$ cat src/rtl/mem_copy_engine.sv
// Word-at-a-time memory copy engine: alternates READ/WRITE over a shared address port.
// Optional running checksum of copied words is enabled with MEM_COPY_CHECKSUM_EN.
module mem_copy_engine #(
    parameter int WIDTH    = 8,
    parameter int ADD_SIZE = 24,
    parameter int LEN_W    = 16
) (
    input  logic                  clk,
    input  logic                  rst,
    input  logic                  start,
    input  logic [ADD_SIZE-1:0]   src_addr,
    input  logic [ADD_SIZE-1:0]   dst_addr,
    input  logic [LEN_W-1:0]      len_words,
    output logic                  busy,
    output logic                  done,
    output logic                  mem_en,
    output logic [ADD_SIZE-1:0]   mem_addr,
    output logic [4*WIDTH-1:0]    mem_data,
    input  logic [4*WIDTH-1:0]    mem_q,
    output logic [31:0]           checksum
);

    typedef enum logic [1:0] {IDLE, READ, WRITE, DONE} state_t;

    state_t                state_q;
    logic [ADD_SIZE-1:0]   src_q, dst_q;
    logic [ADD_SIZE-1:0]   src_d, dst_d;
    logic [LEN_W-1:0]      cnt_q;
    logic [4*WIDTH-1:0]    buf_q;
    logic                  done_q;
    logic                  mem_en_q;
    logic [ADD_SIZE-1:0]   mem_addr_q;

    // Pointer increments wrap modulo 2**ADD_SIZE through the fixed width.
    assign src_d = src_q + ADD_SIZE'(4);
    assign dst_d = dst_q + ADD_SIZE'(4);

`ifdef MEM_COPY_CHECKSUM_EN
    logic [31:0] sum_q;
    assign checksum = sum_q;
`else
    assign checksum = '0;
`endif

    always_ff @(posedge clk) begin
        if (rst) begin
            state_q    <= IDLE;
            src_q      <= '0;
            dst_q      <= '0;
            cnt_q      <= '0;
            buf_q      <= '0;
            done_q     <= 1'b0;
            mem_en_q   <= 1'b0;
            mem_addr_q <= '0;
`ifdef MEM_COPY_CHECKSUM_EN
            sum_q      <= '0;
`endif
        end else begin
            case (state_q)
                IDLE: begin
                    done_q     <= 1'b0;
                    mem_en_q   <= 1'b0;
                    mem_addr_q <= '0;
                    if (start) begin
                        src_q <= src_addr;
                        dst_q <= dst_addr;
                        cnt_q <= len_words;
`ifdef MEM_COPY_CHECKSUM_EN
                        sum_q <= '0;
`endif
                        if (len_words == '0) begin
                            state_q <= DONE;
                            done_q  <= 1'b1;
                        end else begin
                            state_q    <= READ;
                            mem_addr_q <= src_addr;
                        end
                    end
                end
                READ: begin
                    buf_q      <= mem_q;
                    mem_en_q   <= 1'b1;
                    mem_addr_q <= dst_q;
                    state_q    <= WRITE;
                end
                WRITE: begin
                    src_q    <= src_d;
                    dst_q    <= dst_d;
                    cnt_q    <= cnt_q - LEN_W'(1);
                    mem_en_q <= 1'b0;
`ifdef MEM_COPY_CHECKSUM_EN
                    sum_q    <= sum_q + 32'(buf_q);
`endif
                    if (cnt_q == LEN_W'(1)) begin
                        state_q    <= DONE;
                        done_q     <= 1'b1;
                        mem_addr_q <= '0;
                    end else begin
                        state_q    <= READ;
                        mem_addr_q <= src_d;
                    end
                end
                DONE: begin
                    done_q  <= 1'b0;
                    state_q <= IDLE;
                end
                default: begin
                    state_q    <= IDLE;
                    done_q     <= 1'b0;
                    mem_en_q   <= 1'b0;
                    mem_addr_q <= '0;
                end
            endcase
        end
    end

    assign busy     = (state_q == READ) || (state_q == WRITE);
    assign done     = done_q;
    assign mem_en   = mem_en_q;
    assign mem_addr = mem_addr_q;
    assign mem_data = (state_q == WRITE) ? buf_q : '0;

endmodule

$ cat config.mk
export PLATFORM = sky130hd
export DESIGN_NAME = mem_copy_engine
export DESIGN_NICKNAME = d
export VERILOG_FILES = /design/src/rtl/mem_copy_engine.sv
export SDC_FILE = /design/constraint.sdc
export NUM_CORES = 1
export LEC_CHECK = 0
export CAP_MARGIN = 10
export CORE_MARGIN = 5
export CORE_UTILIZATION = 35
export CTS_CLUSTER_SIZE = 24
export DETAILED_ROUTE_END_ITERATION = 12
export SLEW_MARGIN = 15
export SYNTH_ARGS = -nofsm -noshare
export SYNTH_HDL_FRONTEND = slang
export SYNTH_SLANG_ARGS = --single-unit
$ cat constraint.sdc
create_clock -name clk -period 3.7 [get_ports clk]
set_input_delay 0.74 -clock clk [delete_from_list [all_inputs] [get_ports clk]]
set_output_delay 0.74 -clock clk [all_outputs]
set_load 0.1 [all_outputs]
Word level (Yosys, flattened, before mapping) --
Index checks and enable logic that the tools add are counted.
Cells by class: multiplexer cells 20, order comparisons 0, div/mod/pow operators 0, reductions and logical operators 10, equal/unequal tests 6, add/sub/neg operators 3, bitwise operators 0, multipliers 0, shift operators 0
Operators with widths (number):
- $mux W24 | 5
- $pmux W24 S2 | 2
- $pmux W24 S3 | 1
- $add A24 B3 Y24 const B | 2
- $mux W32 | 1
- $pmux W16 S2 | 1
- $eq A16 B1 Y1 const B | 1
- $logic_not A16 Y1 | 1
- $mux W16 | 1
- $sub A16 B1 Y16 const B | 1
- $pmux W2 S4 | 1
- $mux W2 | 3
- $reduce_bool A3 Y1 | 2
- $eq A2 B2 Y1 const B | 2
- $ne A2 B2 Y1 const B | 2
- $reduce_and A2 Y1 | 2
- $reduce_bool A2 Y1 | 2
- $mux W1 | 3
- $pmux W1 S3 | 1
- $eq A2 B1 Y1 const B | 1
- $logic_not A2 Y1 | 1
- $pmux W1 S2 | 1
- $reduce_or A2 Y1 | 1
- $logic_or A1 B1 Y1 | 1
Storage, ports and cells: memory bits (read-only) 0, memories kept 0, memory bits (writable) 0, logic and storage cells 47, output and inout bits 91, register bits after elaboration 124, latch bits 0

Depth between registers and ports, before layout --
word-level depth 4, gate-level depth with buffers 10, depth with buffers taken out 7

Least setup slack after synthesis --
OpenSTA, ideal clock, no wires.
path kind reg2out, from register state_q[0], to output port mem_data[0], path buffers 3, slack 0.861 ns, cell stages (with the launch flop) 7, arrival 2.099 ns, data required time 2.960 ns, path through dfxtp_1 > inv_1 > ha_1 > buf_2 > buf_1 > clkbuf_1 > and2_1
On the way: cells in the longest elaborated chain, start to end 2
Ends and longest elaborated chain:
- start, declared | line 25 | state_t state_q;
- start signal, assigned | line 47 | state_q <= IDLE;
- start signal, assigned | line 72 | state_q <= DONE;
- start signal, assigned | line 75 | state_q <= READ;
- $eq A2 B2 Y1 | line 121 | assign mem_data = (state_q == WRITE) ? buf_q : '0;
- $mux W32 | line 121
- end, declared | line 18 | output logic [4*WIDTH-1:0] mem_data,
Every way passes these cells.

Worst setup path in the final report --
from register state_q[0], to output port mem_data[7]
Same word-level chain as after synthesis.

==> summary.log <==
INFO  synth          synth.distinct_cells=64
INFO  timing         timing.final.max_slew_violations=0
INFO  timing         fin_crit_sh=0.769
INFO  worst_setup_path critPathMaxFanout=66
INFO  clock_tree     clk-insertion-delay-late=0.42ns
INFO  outcome        status=complete, no violations
INFO  worst_setup_path cp-end-kind=output port
INFO  worst_setup_path critical_path.n_buffers_inverters=2
INFO  synth          yosys.area.top_type_share=0.347
INFO  power          vdd_ir_drop_max=0.411mV
INFO  worst_hold_path min_delay_path_depth=2
INFO  worst_setup_path criticalPathCategory=reg2out
INFO  synth          yosys_warnings=0
INFO  synth          synth_top_cells_by_count=sky130_fd_sc_hd__dfxtp_1 (124), sky130_fd_sc_hd__nor2_1 (87), sky130_fd_sc_hd__nand2_1 (59)
INFO  global_routing grt_util_all_layers=0.185
INFO  clock_tree     clk_root_buffer_cell=sky130_fd_sc_hd__clkbuf_16
INFO  finish         antenna_cells_inserted=0
INFO  placed_design  buffer_ports.inserted=157
INFO  finish         post_route_cells_drive_above_1_share=0.102
INFO  global_routing antenna_violations_before_repair=1
INFO  synth          post-synth-top-area-cell=sky130_fd_sc_hd__dfxtp_1
INFO  route          vias_per_cell=5.36
INFO  timing         finalHoldViolCount=0
INFO  route          antenna_violating_nets_post_route=0
INFO  synth          asyncSetResetFlopFracSynth=0
INFO  worst_setup_path worst-endpoint-required=2.96ns
INFO  timing         worst_slew_pin_slew=1.08ns
INFO  route          drt-initial-drc-count=618
INFO  finish         multi_input_comb_area=4170um2
INFO  synth          synth-seq-cells=124
INFO  clock_tree     clock_sinks=124
INFO  worst_setup_path crit_path_start_kind=flop
INFO  clock_tree     cts_tree=done
INFO  clock_tree     cts_resized=0
INFO  synth          yosys.cell_count.top_type=sky130_fd_sc_hd__dfxtp_1
INFO  timing         slew_headroom=0.283
INFO  timing         whs=0.455ns
INFO  synth          synth_seq_area_share=0.347
INFO  power          leakagePower=3.42nW
INFO  route          routed_wire_length_per_instance=17.5um
INFO  flow_run       timing.max_cap.violations=0
INFO  clock_tree     htree_levels=4
INFO  placed_design  gp_routability_congestion=0.812
INFO  clock_tree     cts.reportedPaths.clkPinSlew=0.06ns
INFO  clock_tree     post_cts.repair.setup_buffers=0
INFO  finish         seq_area=2480um2
INFO  synth          synth.avg_cell_area=8.06um2
INFO  placed_design  post-dp-hpwl=15400um
INFO  global_routing number_of_global_route_vias_before_repair=6390
INFO  timing         timing.final.crit_period=2.84ns
INFO  finish         layout-area-overhead-vs-synth=30.2%
INFO  die            die_h=153um
INFO  clock_tree     clock_path_buffers=2
INFO  timing         timing.clock.skew=0.00770ns
INFO  synth          post_synth_instance_area=7160um2
INFO  finish         fill_cells=2008
INFO  global_routing overflow_after_grt=0
INFO  route          routed_wl=22500um
INFO  timing         fmax=352MHz
INFO  worst_setup_path crit_family=adder cells
INFO  worst_hold_path worst_hold_path_type=reg2reg
INFO  finish         number_of_nets_in_the_finished_design=1112
INFO  route          vias=6902
INFO  die            boundary_pin_count=190
INFO  route          remaining_drc_errors=0
INFO  worst_setup_path critical_path_depth_in_cells=4
INFO  timing         rsz_0062_raised_after_global_routing=no
INFO  worst_setup_path worstPathArrival=2.10ns
INFO  worst_setup_path crit_slowest_cell=sky130_fd_sc_hd__ha_4
INFO  synth          post_synth_main_area_contributors=sky130_fd_sc_hd__dfxtp_1 (35%), sky130_fd_sc_hd__mux2i_1 (5.5%), sky130_fd_sc_hd__nor2_1 (4.6%)
INFO  global_routing grt_pass1_wl=35400um
INFO  synth          synth_edf_count=0
INFO  worst_setup_path worst-r2r-cell-count=6
INFO  power          powerDensity=898nW/um2
INFO  clock_tree     tritoncts.num_buffers=17
INFO  route          drt_pass1_iterations=5
INFO  placed_design  placedCellCount=1255
INFO  die            rows=52
INFO  synth          synth_top_flop_cell=sky130_fd_sc_hd__dfxtp_1
INFO  finish         finish.cell_count_without_fillers=1287
INFO  clock_tree     cts_hold_buf=0
INFO  die            die_w=153um
INFO  die            floorplan.core_area=20200um2
INFO  global_routing grt_start_max_net_pins=67
INFO  worst_setup_path cpPeakStageDelay=0.64ns
INFO  worst_setup_path crit_path_cell_trace=inv_1 -> ha_4 -> and2_1 -> buf_4
INFO  synth          synthCells=889
INFO  timing         totalNegativeSetupSlack=0ns
INFO  die            floorplan.initialDensity=0.355
INFO  die            design.die.area=23400um2
INFO  timing         finalSetupViolCount=0
-- layout by cell type, fill, tap and decap left out, drive strengths merged, types with 5 or more instances in the layout --
cell,Yosys,final
a211oi,18,18
and2,40,40
a31oi,9,9
a22oi,6,6
o22ai,9,9
nand2,59,59
dfxtp,124,124
nor2,87,87
clkdlybuf4s50,0,123
o32ai,7,7
o21a,5,5
inv,32,32
nand4,12,12
xnor2,11,11
a21o,6,6
a21oi,53,53
nor2b,7,7
nand3,31,31
conb,1,32
o211ai,5,5
clkbuf,51,26
nor3b,8,8
and4,6,6
ha,9,9
a221oi,39,39
mux2i,39,39
nor4,17,17
nand2b,6,6
o221a,5,5
and3,11,11
a41oi,6,6
xor2,6,6
nor3,26,26
or3,7,7
buf,54,47
o21ai,45,45
-- logic make-up after synthesis --
family                     share of synthesized area
AOI/OAI and AO/OA                              0.227
adders and majority gates                     0.0157
xor gates and xnor gates                      0.0208
other                                       0.000524
DFF                                            0.347
and+or+nand+nor                                0.243
muxes                                         0.0545
buffers and inverters                         0.0919
-- final cells by class --
class,instances,area share
clock buffer,26,0.0557
inverter,32,0.0129
multi-input combinational,659,0.448
timing repair buffer,170,0.170
sequential,124,0.266
clock inverter,6,0.0113
tap,270,0.0362
-- stage by stage --
stage	instance area [um2]	power [mW]	worst slack, ns	utilization
after floorplan	7280	5.55	0.861	-
final	9320	8.37	0.856	0.462
after global routing	9320	8.92	0.686	0.462
after global placement	8700	6.59	0.899	0.431
after CTS	9320	8.41	0.820	0.462
after detailed placement	8700	6.62	0.861	0.431
-- worst paths after layout --
kind,from,endpoint,slack [ns]
worst min-delay path,src_q[1]$_SDFFE_PP0P_,mem_addr[1]$_SDFFE_PP0P_,0.45
worst max register to register,state_q[0]$_SDFFE_PP0P_,cnt_q[14]$_SDFFE_PP0P_,0.94
worst min register to register,src_q[1]$_SDFFE_PP0P_,mem_addr[1]$_SDFFE_PP0P_,0.45
worst max-delay path,state_q[0]$_SDFFE_PP0P_,mem_data[7],0.86
-- where the power goes --
group | internal [mW] | total, mW | switching, mW
logic | 1.39 | 4.25 | 2.86
clock network | 1.17 | 1.77 | 0.600
registers | 1.81 | 2.36 | 0.544
total | 4.37 | 8.37 | 4.00
-- flip-flops by register name (all words and copies together), names as in the netlist --
register / count
buf_q: 32
dst_q: 24
mem_addr: 24
src_q: 24
cnt_q: 16
state_q: 2
done: 1
mem_en: 1
-- routing by layer --
layer | GRT usage | wire (um)
met1 | 0.262 | 10300
met2 | 0.285 | 10200
met3 | 0.0368 | 1580
met4 | 0.0539 | 390
met5 | 0 | 10
-- worst register-to-register path: stages, from the launching register on --
cell,delay (ns)
sky130_fd_sc_hd__dfxtp_1,0.35
sky130_fd_sc_hd__inv_1,0.16
sky130_fd_sc_hd__ha_4,0.64
sky130_fd_sc_hd__buf_4,0.65
sky130_fd_sc_hd__nand2_1,0.26
sky130_fd_sc_hd__or4_1,0.45
sky130_fd_sc_hd__a31oi_1,0.17
Power figures use the tool's default switching activity.
